===== config.mk =====
export PLATFORM = sky130hd
export DESIGN_NAME = uart_rx_deserializer
export DESIGN_NICKNAME = d
export VERILOG_FILES = /design/src/rtl/uart_pkg.sv /design/src/rtl/uart_rx_fifo.sv /design/src/rtl/uart_rx_deserializer.sv
export SDC_FILE = /design/constraint.sdc
export NUM_CORES = 1
export LEC_CHECK = 0
export BUFFER_PORTS_ARGS = -buffer_cell sky130_fd_sc_hd__buf_2
export CORE_UTILIZATION = 40
export CTS_CLUSTER_SIZE = 10
export DETAILED_ROUTE_END_ITERATION = 6
export GPL_TIMING_DRIVEN = 0
export PLACE_DENSITY = 0.62
export SLEW_MARGIN = 40
export SYNTH_ARGS = -nofsm -noshare
export SYNTH_HDL_FRONTEND = slang
export SYNTH_HIERARCHICAL = 1
export SYNTH_SLANG_ARGS = --single-unit

===== constraint.sdc =====
create_clock -name clk_in -period 5.5 [get_ports clk_in]
set_input_delay 1.65 -clock clk_in [delete_from_list [all_inputs] [get_ports clk_in]]
set_output_delay 1.65 -clock clk_in [all_outputs]
set_load 0.02 [all_outputs]

===== src/rtl/uart_pkg.sv =====
// Shared types and helpers for the UART receive path.
// Holds the FSM state encoding, minimum bit period and parity helper.
package uart_pkg;

    typedef enum logic [2:0] {
        IDLE,
        START,
        DATA,
        PARITY,
        STOP,
        BREAK
    } rx_state_e;

    localparam int MIN_CLK_DIV = 4;

    // Expected parity bit; zero-extended data does not change the XOR.
    function automatic logic parity_bit(
        input logic [31:0] data,
        input logic        odd
    );
        return (^data) ^ odd;
    endfunction

endpackage


===== src/rtl/uart_rx_fifo.sv =====
// Synchronous show-ahead FIFO for received bytes.
// Head is visible while not empty; reads as zero when empty.
module uart_rx_fifo
    import uart_pkg::*;
#(
    parameter int WIDTH = 8,
    parameter int DEPTH = 4
) (
    input  logic             clk_in,
    input  logic             reset,
    input  logic             push,
    input  logic [WIDTH-1:0] push_data,
    input  logic             pop,
    output logic [WIDTH-1:0] head,
    output logic             full,
    output logic             empty
);

    localparam int AW = $clog2(DEPTH);
    localparam int CW = AW + 1;

    logic [WIDTH-1:0] mem [DEPTH];
    logic [AW-1:0]    wr_ptr;
    logic [AW-1:0]    rd_ptr;
    logic [CW-1:0]    count;
    logic             do_push;
    logic             do_pop;

    assign empty   = (count == '0);
    assign full    = (count == CW'(DEPTH));
    assign do_pop  = pop & ~empty;
    assign do_push = push & (~full | do_pop);
    assign head    = empty ? '0 : mem[rd_ptr];

    // Pointer and occupancy bookkeeping; pointers wrap naturally.
    always_ff @(posedge clk_in) begin
        if (reset) begin
            wr_ptr <= '0;
            rd_ptr <= '0;
            count  <= '0;
        end else begin
            if (do_push) wr_ptr <= wr_ptr + 1'b1;
            if (do_pop)  rd_ptr <= rd_ptr + 1'b1;
            count <= count + CW'(do_push) - CW'(do_pop);
        end
    end

    // Storage array; contents are only meaningful below count.
    always_ff @(posedge clk_in) begin
        if (do_push) mem[wr_ptr] <= push_data;
    end

endmodule


===== src/rtl/uart_rx_deserializer.sv =====
// UART receiver: synchronizer, framing FSM, mid-bit sampler.
// Good bytes go to a show-ahead FIFO with valid/ready output.
module uart_rx_deserializer
    import uart_pkg::*;
#(
    parameter int DIV_WIDTH  = 16,
    parameter int DATA_BITS  = 8,
    parameter int FIFO_DEPTH = 4
) (
    input  logic                 clk_in,
    input  logic                 reset,
    input  logic                 uart_rx,
    input  logic [DIV_WIDTH-1:0] cfg_clk_div,
    input  logic                 cfg_parity_en,
    input  logic                 cfg_parity_odd,
    output logic [DATA_BITS-1:0] rx_data,
    output logic                 rx_valid,
    input  logic                 rx_ready,
    output logic                 rx_busy,
    output logic                 err_frame,
    output logic                 err_parity,
    output logic                 err_overrun
);

    localparam int BW = (DATA_BITS > 1) ? $clog2(DATA_BITS) : 1;

    rx_state_e state;
    rx_state_e state_nx;

    logic                 sync1;
    logic                 sync2;
    logic                 prev;
    logic [DIV_WIDTH-1:0] cnt;
    logic [DIV_WIDTH-1:0] div_q;
    logic [DIV_WIDTH-1:0] div_eff;
    logic [DIV_WIDTH-1:0] target;
    logic [BW-1:0]        bitcnt;
    logic [DATA_BITS-1:0] shreg;
    logic                 par_en_q;
    logic                 par_odd_q;
    logic                 par_err;
    logic                 fall;
    logic                 tick;
    logic                 last_bit;
    logic                 push;
    logic                 set_frame;
    logic                 set_parity;
    logic                 full;
    logic                 empty;
    logic                 pop;

    assign div_eff = (cfg_clk_div < DIV_WIDTH'(MIN_CLK_DIV))
                   ? DIV_WIDTH'(MIN_CLK_DIV) : cfg_clk_div;
    assign target   = (state == START) ? (div_q >> 1) : div_q;
    assign tick     = (cnt == target - 1'b1);
    assign last_bit = (bitcnt == BW'(DATA_BITS - 1));
    assign fall     = prev & ~sync2;
    assign pop      = rx_ready & ~empty;
    assign rx_valid = ~empty;
    assign rx_busy  = (state != IDLE);

    // Two-flop synchronizer plus previous sample for edge detect.
    always_ff @(posedge clk_in) begin
        if (reset) begin
            sync1 <= 1'b1;
            sync2 <= 1'b1;
            prev  <= 1'b1;
        end else begin
            sync1 <= uart_rx;
            sync2 <= sync1;
            prev  <= sync2;
        end
    end

    // FSM state register.
    always_ff @(posedge clk_in) begin
        if (reset) state <= IDLE;
        else       state <= state_nx;
    end

    // Next-state and frame-completion decisions.
    always_comb begin
        state_nx   = state;
        push       = 1'b0;
        set_frame  = 1'b0;
        set_parity = 1'b0;
        unique case (state)
            IDLE: begin
                if (fall) state_nx = START;
            end
            START: begin
                if (tick) state_nx = sync2 ? IDLE : DATA;
            end
            DATA: begin
                if (tick && last_bit)
                    state_nx = par_en_q ? PARITY : STOP;
            end
            PARITY: begin
                if (tick) state_nx = STOP;
            end
            STOP: begin
                if (tick) begin
                    if (!sync2) begin
                        state_nx  = BREAK;
                        set_frame = 1'b1;
                    end else if (par_err) begin
                        state_nx   = IDLE;
                        set_parity = 1'b1;
                    end else begin
                        state_nx = IDLE;
                        push     = 1'b1;
                    end
                end
            end
            BREAK: begin
                if (sync2) state_nx = IDLE;
            end
            default: state_nx = IDLE;
        endcase
    end

    // Baud/bit counters, shift register and per-frame config capture.
    always_ff @(posedge clk_in) begin
        if (reset) begin
            cnt       <= '0;
            bitcnt    <= '0;
            shreg     <= '0;
            div_q     <= DIV_WIDTH'(MIN_CLK_DIV);
            par_en_q  <= 1'b0;
            par_odd_q <= 1'b0;
            par_err   <= 1'b0;
        end else if (state == IDLE || state == BREAK) begin
            cnt     <= '0;
            bitcnt  <= '0;
            par_err <= 1'b0;
            if (state == IDLE && fall) begin
                div_q     <= div_eff;
                par_en_q  <= cfg_parity_en;
                par_odd_q <= cfg_parity_odd;
            end
        end else if (tick) begin
            cnt <= '0;
            if (state == DATA) begin
                shreg  <= {sync2, shreg[DATA_BITS-1:1]};
                bitcnt <= bitcnt + 1'b1;
            end
            if (state == PARITY)
                par_err <= sync2 != parity_bit(32'(shreg), par_odd_q);
        end else begin
            cnt <= cnt + 1'b1;
        end
    end

    // One-cycle error pulses.
    always_ff @(posedge clk_in) begin
        if (reset) begin
            err_frame   <= 1'b0;
            err_parity  <= 1'b0;
            err_overrun <= 1'b0;
        end else begin
            err_frame   <= set_frame;
            err_parity  <= set_parity;
            err_overrun <= push & full & ~pop;
        end
    end

    uart_rx_fifo #(
        .WIDTH (DATA_BITS),
        .DEPTH (FIFO_DEPTH)
    ) u_fifo (
        .clk_in    (clk_in),
        .reset     (reset),
        .push      (push),
        .push_data (shreg),
        .pop       (pop),
        .head      (rx_data),
        .full      (full),
        .empty     (empty)
    );

endmodule


; Yosys cells after proc, flatten, opt, wreduce, memory -nomap -nowiden
; Memory sizes are Yosys's and may differ from the RTL's. A register that Yosys moved wholly into a read port is not among the register bits.
; Index checks and enable logic that the tools add are counted.
[word_totals]
reg_bits = 62
mem_bits_rw = 32
input_bits = 22
out_inout_bits = 13
n_memories = 1
[op_classes]
add_sub_neg = 7
magnitude_cmp = 1
n_eq_ne = 15
n_mux = 23
n_bitwise = 15
reduce_logical = 16
[memory_table]
columns = name, words, word_bits, rd, rd_clocked_by_memory_dff, wr, line_no
row1 = u_fifo.mem, 4, 8, 1, 1, 1, uart_rx_fifo.sv:22  ; logic [WIDTH-1:0] mem [DEPTH];
[ops]
columns = cell, n
row1 = 2-to-1 mux 16 bit, 2
row2 = XOR reduction 32 bit, 1
row3 = 2-to-1 mux 3 bit, 8
row4 = case mux 3 bit (6 select lines), 1
row5 = adder 16 x 1 -> 16 bit (second input constant), 1
row6 = equality test 16 bit, 1
row7 = < comparator 16 x 3 -> 1 bit (second input constant), 1
row8 = subtractor 16 x 1 -> 16 bit (second input constant), 1
row9 = equality test 3 bit (second input constant), 4
row10 = != test 2 bit (second input constant), 6
row11 = 2-to-1 mux 1 bit, 8
row12 = 2-to-1 mux 8 bit, 1
row13 = NOT 1 bit, 7
row14 = AND 1 bit, 6
row15 = equality test 3 x 2 -> 1 bit (second input constant), 2
row16 = zero test 3 bit, 2
row17 = 2-to-1 mux 2 bit, 3
row18 = AND reduction 2 bit, 3
row19 = AND reduction 6 bit, 1
row20 = OR reduction 3 bit, 2
row21 = adder 2 x 1 -> 2 bit (second input constant), 2
row22 = OR reduction 4 bit, 1
row23 = adder 3 x 1 -> 3 bit, 1
row24 = adder 3 x 1 -> 3 bit (second input constant), 1
row25 = other kinds (10), 11

; Logic depth before layout (Yosys ltp)
[logic_depth]
ltp_word = 9
ltp_mapped = 20
depth_no_buf = 18

; Modules after synthesis
; Netlist, hierarchy kept.
[modules_own_cells]
columns = mod, n_inst, cells_per_inst, area_per_inst_um2, seq_area_each_um2
row1 = uart_rx_deserializer, 1, 440, 3537.1, 1101.1
row2 = uart_rx_fifo, 1, 99, 1700.4, 1141.1

; Worst setup path before layout
; No wires, ideal clock.
[synth_timing]
path_kind = flip-flop to flip-flop
from = register state[0]
to = register u_fifo.count[2]
setup_ns = 0.126
t_arrival_ns = 4.413
setup_slack_ns = 0.961
stages_incl_launch_ff = 21
n_path_buf = 2
path_cell_list = dfxtp_1 buf_2 nor3b_4 buf_2 mux2i_1 ha_1 or4b_1 nor3_1 a2bb2oi_2 xnor2_1 nor3_1 and4_1 nand3_1 nor2_1 or2_1 a21bo_1 ha_1 fa_1 xnor2_1 xnor2_1 nor2_1
[synth_via]
elab_chain_len = 9
word_cells_on_any_way = 10
classes_between = add/sub (3) / eq/ne (3) / mux (3) / bitwise (1)
[synth_rtl]
columns = element, line_no
row1 = from (decl), uart_rx_deserializer.sv:27  ; rx_state_e state;
row2 = from (signal assigned), uart_rx_deserializer.sv:78  ; else state <= state_nx;
row3 = equality test 3 x 1 -> 1 bit, uart_rx_deserializer.sv:54  ; assign target = (state == START) ? (div_q >> 1) : div_q;
row4 = 2-to-1 mux 16 bit, uart_rx_deserializer.sv:54
row5 = subtractor 16 x 1 -> 16 bit, uart_rx_deserializer.sv:55  ; assign tick = (cnt == target - 1'b1);
row6 = equality test 16 bit, uart_rx_deserializer.sv:55
row7 = 2-to-1 mux 1 bit, uart_rx_deserializer.sv:102  ; if (tick) begin
row8 = 2-to-1 mux 1 bit *, uart_rx_deserializer.sv:87  ; unique case (state)
row9 = via push, uart_rx_deserializer.sv:45  ; logic push;
row10 = AND 1 bit *, uart_rx_fifo.sv:32  ; assign do_push = push & (~full | do_pop);
row11 = adder 3 x 1 -> 3 bit *, uart_rx_fifo.sv:44  ; count <= count + CW'(do_push) - CW'(do_pop);
row12 = subtractor 3 x 1 -> 3 bit *, uart_rx_fifo.sv:44
row13 = to (signal assigned), uart_rx_fifo.sv:44
row14 = to (decl), uart_rx_fifo.sv:25  ; logic [CW-1:0] count;
; Mark *: on every way through the listed nets, which the timed path passes. The rest lies on a longest branch.
; A chain may end at the register's enable or synchronous reset.

; Worst setup path in the final report
; Ends and elaborated chain as after synthesis.

==> flow_summary.ini <==
[status]
outcome = finished clean

[worst_setup_path]
path_class = reg -> reg
worstPathMaxFanout = 10
worstPathRequired_ns = 5.74
start_kind = flop
cp.arrival_ns = 5.42
cp-end-kind = flop

[synthesis]
ys_seq_area_frac = 0.4281
synth_top_flop_cell = dfxtp_1
syn_area_sq_um = 5238
async_flop_share = 0
synth_edf_count = 32
postSynthCellCount = 539
ys_types = 78
ys_warn_count = 6
synth.net_count = 571
avgSynthCellArea_sq_um = 9.717
ys_ff_latch = 96

[layout]
regArea_sq_um = 2242
area_growth_pct = 13.62
drive_above_1_share = 0.1644
fill_cells = 1245
final_cell_mix = dfxtp_1 (64), nor2_1 (58), nand2_1 (48)
layout_commonest_cell = dfxtp_1
fin_nets = 617
multi_input_area_sq_um = 2771
antenna_cells = 0

[routing]
first_iter_violations = 296
ant_nets = 0
drc = 0
vias = 4047
drt-pass1-iter-count = 6
wire_per_inst_microns = 15.39
vias_per_cell = 5.311
finalWirelength_mm = 11.73

[global_routing]
grt_max_degree = 19
overflow = 0
grt_pass1_vias = 3915
antenna_found_initial = 0
grt_pass1_wl_mm = 19.20
track_usage = 0.1878

[clocking]
cts_root_buf = clkbuf_16
clock_path_buffers = 2
cts_buffers = 9
clk_pin_slew_ns = 0.07
htreeDepth = 3
cts_tree = yes
cts_sinks = 96
clock_latency_ns = 0.36

[sta]
tightest_slew_ns = 0.6107
relSlewSlack = 0.5873
setup_viol = 0
period_share = 0.9410
fin_skew_ns = 0.01022
fin_crit_ns = 5.175
max_freq_mhz = 193.2
report.final.slew_viol_count = 0
hold_viol = 0
setup-tns-final_ns = 0
rsz0062_at_grt = false

[min_path]
timing.hold.worst.class = reg -> reg

[floorplanning]
die_h_microns = 116.4
die_w_microns = 116.4
core_sq_um = 12670
row_count = 41
start_util = 0.4134
dieArea_sq_um = 13560
num_io_pins = 35

[pwr]
power_density_nw_per_um2 = 308.9
ir_worst_vdd_mv = 0.2113
p_leak_uw = 0.002139
fin_total_pwr_uw = 1838

[flow_run]
drv_cap = 0

[place]
hpwl_mm = 8.584
numPortBuffers = 33
place_congestion = 0.8834
routing by layer:
metal | vias to the layer above | GRT usage | wire length, microns
met3 | 23 | 0.03166 | 388
met5 | - | 0 | 0
met2 | 83 | 0.3057 | 5687
li1 | 2019 | - | -
met4 | 0 | 0.1000 | 320
met1 | 1922 | 0.2386 | 5332
cell type report:
type                       count  share of cell area
inverter                      14            0.008831
timing repair buffer          35             0.03028
multi-input combinational    390              0.4657
tap                          172             0.03616
clock buffer                   9             0.03785
clock inverter                 7             0.01472
sequential                    96              0.3768
buffer                        39             0.02965
worst paths after layout:
| kind | start | endpoint | slack [ns] | cells after the start |
|---|---|---|---|---|
| setup reg to reg | state[0] | u_fifo/count[2] | 0.32 | 20 |
| setup / recovery | state[0] | u_fifo/count[2] | 0.32 | 20 |
| hold / removal | sync1 | sync2 | 0.41 | 1 |
| hold reg to reg | sync1 | sync2 | 0.41 | 1 |
cells in the mapped netlist, types with 5 or more instances:
| cell type | n | share of area |
|---|---|---|
| a21oi_1 | 34 | 0.032 |
| a31oi_1 | 6 | 0.0072 |
| and2_1 | 6 | 0.0072 |
| buf_2 | 8 | 0.0076 |
| clkbuf_1 | 26 | 0.019 |
| dfxtp_1 | 64 | 0.24 |
| edfxtp_1 | 32 | 0.18 |
| ha_1 | 9 | 0.022 |
| inv_1 | 14 | 0.010 |
| mux2i_1 | 21 | 0.040 |
| mux4_2 | 8 | 0.034 |
| nand2_1 | 48 | 0.034 |
| nand2b_1 | 13 | 0.016 |
| nand3_1 | 15 | 0.014 |
| nor2_1 | 58 | 0.042 |
| nor2b_1 | 14 | 0.017 |
| nor3_1 | 7 | 0.0067 |
| nor4_1 | 5 | 0.0060 |
| o21ai_0 | 7 | 0.0067 |
| or2_2 | 5 | 0.0060 |
| or3_1 | 7 | 0.0084 |
| xnor2_1 | 33 | 0.055 |
| xor2_1 | 12 | 0.020 |
worst max-delay path, cell delays in order (launching register included):
cell and delay (ns):
dfxtp_1 0.33, buf_2 0.20, nor3b_4 0.26, buf_2 0.31, mux2i_2 0.31, ha_1 0.33, or4b_1 0.51, nor3_1 0.20
a2bb2oi_2 0.22, xnor2_1 0.11, nor3_1 0.27, and4_1 0.40, nand3_1 0.14, nor2_1 0.16, or2_1 0.16, a21bo_1 0.21
ha_1 0.19, fa_1 0.38, xnor2_1 0.18, xnor2_1 0.13, nor2_1 0.05
stage by stage:
step	setup WS [ns]	util	cell area (sq um)	hold slack (ns)	std cells
final	0.3245	0.4696	5951	0.4096	762
after global routing	0.01833	0.4696	5951	0.4345	762
after CTS	0.02765	0.4681	5931	0.4112	760
after detailed placement	0.06209	0.4434	5618	0.3940	744
after global placement	0.1149	0.4434	5618	0.3989	744
after floorplan	0.9609	-	5238	0.3895	539
repair_timing:
item                                    in CTS  in global routing
hold buffers                                 0                  0
endpoints found under the setup margin       0                  5
setup buffers                                0                  2
gates resized for setup                      0                  3
sequential cells by signal, indices dropped and copies added, names as in the netlist, 2 cells and up, named ones only:
signal,flops
u_fifo/wr_ptr,2
bitcnt,3
div_q,16
shreg,8
u_fifo/mem,32
u_fifo/rd_ptr,2
state,3
cnt,16
u_fifo/count,3
power by group:
part           switching (uW)  leakage [uW]  internal [uW]  total, uW
Sequential               11.4      0.000814            740        751
Combinational             250       0.00117            179        429
Clock                     296      0.000151            362        658
Total                     557       0.00214           1280       1840
cells by family (layout without fill, tap and decap cells):
family,Yosys count,count (layout),share of synthesized area
AND/OR/NAND/NOR,215,215,0.2255
flip-flops,96,96,0.4281
buffers and inverters,53,104,0.04348
AO/OA/AOI/OAI,90,90,0.1249
XOR/XNOR,45,45,0.07525
adder cells (fa/ha/maj),10,10,0.02532
multiplexers,30,30,0.07740
Note: power is estimated with default switching activity, not from simulation.
